## config.mk

```make
export PLATFORM = sky130hd
export DESIGN_NAME = dmem_arbiter
export DESIGN_NICKNAME = d
export VERILOG_FILES = /design/src/rtl/dmem_arbiter_pkg.sv /design/src/rtl/dmem_arbiter.sv
export SDC_FILE = /design/constraint.sdc
export NUM_CORES = 1
export LEC_CHECK = 0
export CAP_MARGIN = 20
export CORE_AREA = 2 2 123 125
export CTS_BUF_LIST = sky130_fd_sc_hd__clkbuf_4
export DETAILED_ROUTE_END_ITERATION = 6
export DIE_AREA = 0 0 125 127
export PLACE_DENSITY = 0.55
export REMOVE_ABC_BUFFERS = 1
export SLEW_MARGIN = 20
export SYNTH_ARGS = -nofsm -noshare
export SYNTH_HDL_FRONTEND = slang
export SYNTH_SLANG_ARGS = --single-unit
```

## constraint.sdc

```tcl
create_clock -name clk -period 1.8 [get_ports clk]
set_input_delay 0.45 -clock clk [delete_from_list [all_inputs] [get_ports clk]]
set_output_delay 0.45 -clock clk [all_outputs]
set_load 0.005 [all_outputs]
```

## src/rtl/dmem_arbiter_pkg.sv

```systemverilog
// Shared definitions for the data-memory arbiter: owner tag encoding and
// the default starvation limit.
package dmem_arbiter_pkg;

    typedef enum logic [1:0] {
        OWNER_NONE = 2'd0,
        OWNER_CPU  = 2'd1,
        OWNER_DBG  = 2'd2
    } owner_e;

    localparam int STARVE_MAX_DEFAULT = 4;

endpackage

```

## src/rtl/dmem_arbiter.sv

```systemverilog
// Two-port arbiter in front of a single-port DMEM with 1-cycle read latency.
// CPU has priority; the debug port is forced through after STARVE_MAX lost contentions.
module dmem_arbiter
    import dmem_arbiter_pkg::*;
#(
    parameter int STARVE_MAX = STARVE_MAX_DEFAULT
) (
    input  logic        clk,
    input  logic        reset,

    input  logic        cpu_req,
    input  logic [31:0] cpu_addr,
    input  logic [31:0] cpu_wdata,
    input  logic [3:0]  cpu_we,
    output logic        cpu_gnt,
    output logic        cpu_rvalid,
    output logic [31:0] cpu_rdata,

    input  logic        dbg_req,
    input  logic [31:0] dbg_addr,
    input  logic [31:0] dbg_wdata,
    input  logic [3:0]  dbg_we,
    output logic        dbg_gnt,
    output logic        dbg_rvalid,
    output logic [31:0] dbg_rdata,

    output logic [31:0] mem_addr,
    output logic [31:0] mem_wdata,
    output logic [3:0]  mem_we,
    input  logic [31:0] mem_rdata,

    output logic [1:0]  owner,
    output logic [3:0]  starve_cnt
);

    // Handshake: a requester holds req and its addr/wdata/we stable until it
    // sees gnt in the same cycle; the access completes with a one-cycle
    // rvalid strobe on the following cycle. Dropping req before gnt withdraws it.

    localparam logic [3:0] STARVE_LIM = 4'(STARVE_MAX);

    owner_e     owner_q;
    owner_e     owner_d;
    logic       write_q;
    logic       write_d;
    logic [3:0] starve_q;
    logic [3:0] starve_d;
    logic       dbg_due;

    assign dbg_due = dbg_req && (starve_q == STARVE_LIM);

    always_comb begin
        cpu_gnt  = 1'b0;
        dbg_gnt  = 1'b0;
        owner_d  = OWNER_NONE;
        write_d  = 1'b0;
        starve_d = 4'd0;
        if (reset) begin
            if (cpu_req && !dbg_due) begin
                cpu_gnt = 1'b1;
                owner_d = OWNER_CPU;
                write_d = |cpu_we;
                // Only a lost contention counts toward starvation.
                if (dbg_req && (starve_q < STARVE_LIM)) begin
                    starve_d = starve_q + 4'd1;
                end
            end else if (dbg_req) begin
                dbg_gnt = 1'b1;
                owner_d = OWNER_DBG;
                write_d = |dbg_we;
            end
        end
    end

    always_ff @(posedge clk) begin
        if (!reset) begin
            owner_q  <= OWNER_NONE;
            write_q  <= 1'b0;
            starve_q <= 4'd0;
        end else begin
            owner_q  <= owner_d;
            write_q  <= write_d;
            starve_q <= starve_d;
        end
    end

    // Idle cycles park the memory address/data on the CPU port.
    assign mem_addr  = dbg_gnt ? dbg_addr  : cpu_addr;
    assign mem_wdata = dbg_gnt ? dbg_wdata : cpu_wdata;
    assign mem_we    = cpu_gnt ? cpu_we : (dbg_gnt ? dbg_we : 4'b0000);

    // Responses are squashed while reset is low so in-flight accesses are dropped.
    assign cpu_rvalid = reset && (owner_q == OWNER_CPU);
    assign dbg_rvalid = reset && (owner_q == OWNER_DBG);
    assign cpu_rdata  = (cpu_rvalid && !write_q) ? mem_rdata : 32'h0;
    assign dbg_rdata  = (dbg_rvalid && !write_q) ? mem_rdata : 32'h0;

    assign owner      = owner_q;
    assign starve_cnt = starve_q;

endmodule
```

Word-level counts from Yosys, hierarchy flattened
Cells that the tools add are included.
- register bits: 7
- bits in latches: 0
- memory bits (writable): 0
- bits in read-only memories: 0
- input bits: 172
- memories kept: 0
- add/subtract/negate cells: 1
- multiply operators: 0
- div/mod/pow operators: 0
- magnitude comparators: 1
- equality and inequality tests: 3
- shift-type cells: 0
- mux-type cells: 15
- bitwise operators: 1
- reductions and logical operators: 13
- operators by type and width (cell ; number):
    32-bit 2-to-1 mux ; 4
    1-bit 2-to-1 mux ; 8
    4-bit 2-to-1 mux ; 2
    4-bit OR reduction ; 2
    1-bit logical AND ; 7
    4-bit by 1-bit adder with 4-bit output (second input constant) ; 1
    4-bit by 3-bit equality test with 1-bit output (second input constant) ; 1
    4-bit by 3-bit less-than comparator with 1-bit output (second input constant) ; 1
    3-bit AND reduction ; 1
    2-bit by 1-bit equality test with 1-bit output (second input constant) ; 1
    2-bit equality test (second input constant) ; 1
    1-bit logical NOT ; 2
    2-bit 2-to-1 mux ; 1
    2-bit OR reduction ; 1
    1-bit inverter ; 1

Longest topological paths before layout
- word-level depth: 8
- mapped depth: 6
- depth with buffers taken out: 5

Worst setup path after synthesis
OpenSTA, ideal clock, no wires.
- path kind: flip-flop to output port
- start point: register starve_q[0], in the netlist starve_cnt[0]
- end point: output port mem_addr[18]
- arrival: 1.520 ns
- data required time: 1.350 ns
- path slack: -0.170 ns
- cell stages (with the launch flop): 7
- buffers on the path: 1
- cells stage by stage: dfxtp_1 inv_1 ha_1 nand3b_1 a21oi_4 clkbuf_8 mux2_2
- cells in the longest elaborated chain, start to end: 7
- ends and longest elaborated chain (what ; RTL line ; text):
    start, declared ; dmem_arbiter.sv:46 ; logic [3:0] starve_q;
    start signal, assigned ; dmem_arbiter.sv:83 ; starve_q <= starve_d;
    4-bit by 3-bit equality test with 1-bit output ; dmem_arbiter.sv:50 ; assign dbg_due = dbg_req && (starve_q == STARVE_LIM);
    1-bit logical AND ; dmem_arbiter.sv:50 ;
    1-bit logical NOT ; dmem_arbiter.sv:59 ; if (cpu_req && !dbg_due) begin
    1-bit logical AND ; dmem_arbiter.sv:59 ;
    1-bit 2-to-1 mux ; dmem_arbiter.sv:59 ;
    1-bit 2-to-1 mux ; dmem_arbiter.sv:58 ; if (reset) begin
    32-bit 2-to-1 mux ; dmem_arbiter.sv:88 ; assign mem_addr = dbg_gnt ? dbg_addr : cpu_addr;
    end, declared ; dmem_arbiter.sv:27 ; output logic [31:0] mem_addr,
Every way passes these cells.

Worst setup path after layout
- start point: register starve_q[1], in the netlist starve_cnt[1]
- end point: output port mem_addr[8]
The elaborated chain is that of the path after synthesis.

==> run summary <==
Final Core Density - 43.9%
Mapped Avg Cell Area - 8.99 um2
DP Cell Count - 687
Number of global-route vias before repair - 3,186
Maximum VDD drop - 0.000107 V
Sequential area share after synthesis - 8.81%
Mapped Area - 1590 um2
Post-synth top area share - 41.0%
Tot Pwr - 1.52 mW
Die ar. - 15,900 um2
Count leader, synth - and2_1
TritonCTS clock tree - built
Power density cells - 239 nW/um2
Root Buffer - clkbuf_4
Fillers - 1,344
Antenna Nets Post-Route - 0
Layout Nets - 726
Grt total ovfl - 0
Clock share of power - 10.5%
Unrepaired setup endpoints after global routing - yes
Clock Latency Late Sink - 250 ps
P_sw - 0.388 mW
Area growth, synth to finish - 298%
Worst-path clk slew - 50 ps
Max-slew violation count - 0
# diodes - 0
Failing checks - setup timing
H-tree level count - 1
Max Clock Skew - 0.755 ps
Compound-Gate Fraction of Synth Area - 5.19%
Hold buffers post-CTS - 0
DIE WIDTH - 125 um
Warnings from Yosys - 0
DIE HEIGHT - 127 um
Period utilisation layout - 139%
Boundary Pins - 314
CTS Buf Count - 3
PortBufs - 313
Area contributors post-synth - mux2_2, and2_1, dfxtp_1
Kind of critical path - reg -> out
Leading area contributor after synthesis - mux2_2
Final min period - 2500 ps
First-pass GRT wire length - 17,900 um
Synth async-reset ratio - 0%
Seq cells post-synth - 7
HP Class - in -> reg
Post-synth EDFFs - 0
Sequential Power Share - 10.9%
Hpwl dp - 9420 um
Max Cap Viol - 0
CP endpoint kind - output pin
Largest net degree at the start of global routing - 9
Via count - 2,871
Worst path arrival time - 2050 ps
Initial antenna violation count - 0
Max Clk Rate - 400 MHz
Status - finished with violations
Critical Path RT - 1350 ps
Gr usage total - 14.4%
Wire per inst - 17.7 um
Sw Share - 25.6%
Pint - 1.13 mW
Pre-CTS WS - -1140 ps
Xor/xnor share of the synthesized area - 0%
Core area - 14,400 um2
Final Hold Viols - 0
Worst-path fanout max - 5
Setup ws final - -702 ps
Synth top cells by count - and2_1, mux2_2, dfxtp_1
Routability Congestion - 0.836
Proportion of synthesized area in mux cells - 45.3%
Vias/cell - 3.91
Largest family of logic cells by synthesized area - multiplexers
Clk buf depth - 2
Setup_tns - -48,100 ps
Initial drt markers - 43
Post-Route WL - 13,000 um
Simple-gate area share of the yosys netlist - 31.6%
Ys flop type - dfxtp_1
Core Rows - 44
Unique cell type count in the Yosys netlist - 23
Fin cells - 735
Fraction of layout cells with a size suffix above 1 - 63.2%
Setup crit start kind - flip-flop
Logic pwr share - 78.6%
Detailed Routing Iterations Pass 1 - 3
Setup violators final - 133
Cells after Synth - 177
Clock sink total - 7
DRC viols - 0
Static Leakage - 2.88 nW
Post-Synth Adder-Cell Area - 1.57%
Initial core utilization - 11.0%
worst max-delay path, stage by stage, from the launching register on:
cell	delay, ps
dfxtp_2	320
inv_2	60
ha_4	130
nand3b_1	140
a21oi_4	210
buf_12	150
buf_12	120
buf_12	120
buf_8	110
mux2_4	310
buf_6	120
registers in the layout (all words and copies together) (netlist names):
name,flops
write_q,1
owner,2
starve_cnt,4
cell usage in the layout (no fill, tap or decap), types with 2 or more instances in the layout:
cell / n
clkdlybuf4s15_2: 2
inv_2: 2
dfxtp_2: 5
a22o_1: 5
buf_8: 13
buf_2: 10
and2_4: 60
clkbuf_4: 4
or4_1: 2
mux2_4: 63
and4bb_4: 2
clkbuf_2: 2
dlygate4sd2_1: 3
buf_6: 142
clkdlybuf4s50_1: 174
and3b_1: 2
buf_12: 16
and2_1: 6
dfxtp_1: 2
nand2_2: 2
buf_4: 19
final cells by class:
type | count | area [um2] | area share [%]
Inverter | 3 | 11.3 | 0.178
Timing Repair Buffer | 383 | 4160 | 65.7
Tap cell | 184 | 230 | 3.64
Clock buffer | 4 | 30.0 | 0.474
Multi-Input combinational cell | 154 | 1750 | 27.7
Sequential cell | 7 | 146 | 2.31
worst paths after layout:
path              cells past startpoint            end  slack (ps)           from
setup / recovery                     10    mem_addr[8]        -700  starve_cnt[1]
hold / removal                        3       owner[1]         520          reset
setup reg to reg                      8        write_q         330  starve_cnt[0]
hold reg to reg                       2  starve_cnt[0]         520  starve_cnt[0]
routing by layer:
layer	vias to the layer above	GRT usage, %	wire length [um]
met3	10	3.18	970
met5	-	0	0
met4	0	1.90	142
li1	1363	-	-
met1	1316	12.8	4090
met2	182	32.6	7770
stage by stage:
stage / area (um2) / hold slack (ps)
global placement: 5130 / 512
finish: 6330 / 519
detailed placement: 5130 / 532
floorplan: 1490 / 472
global route: 6330 / 541
CTS: 6160 / 508
repair_timing:
action                                  CTS  global route
gates resized for setup                 758           111
pin swaps                                39            27
endpoints found under the setup margin  136           134
cloned                                    9             0
setup buffers                            46             9
power by group through the flow:
stage	clock network, mW	logic [mW]	registers [mW]
after CTS	0.164	1.17	0.165
after global placement	0	0.946	0.167
after floorplan	0	0.193	0.168
final	0.159	1.19	0.166
after detailed placement	0	0.946	0.167
after global routing	0.170	1.25	0.166
logic make-up after synthesis:
family / Yosys count
mux: 64
other cells: 1
simple gates: 78
buf+inv: 16
fa+ha+maj: 2
compound gates: 9
flops: 7
No activity file was read; power rests on OpenSTA's default activity.
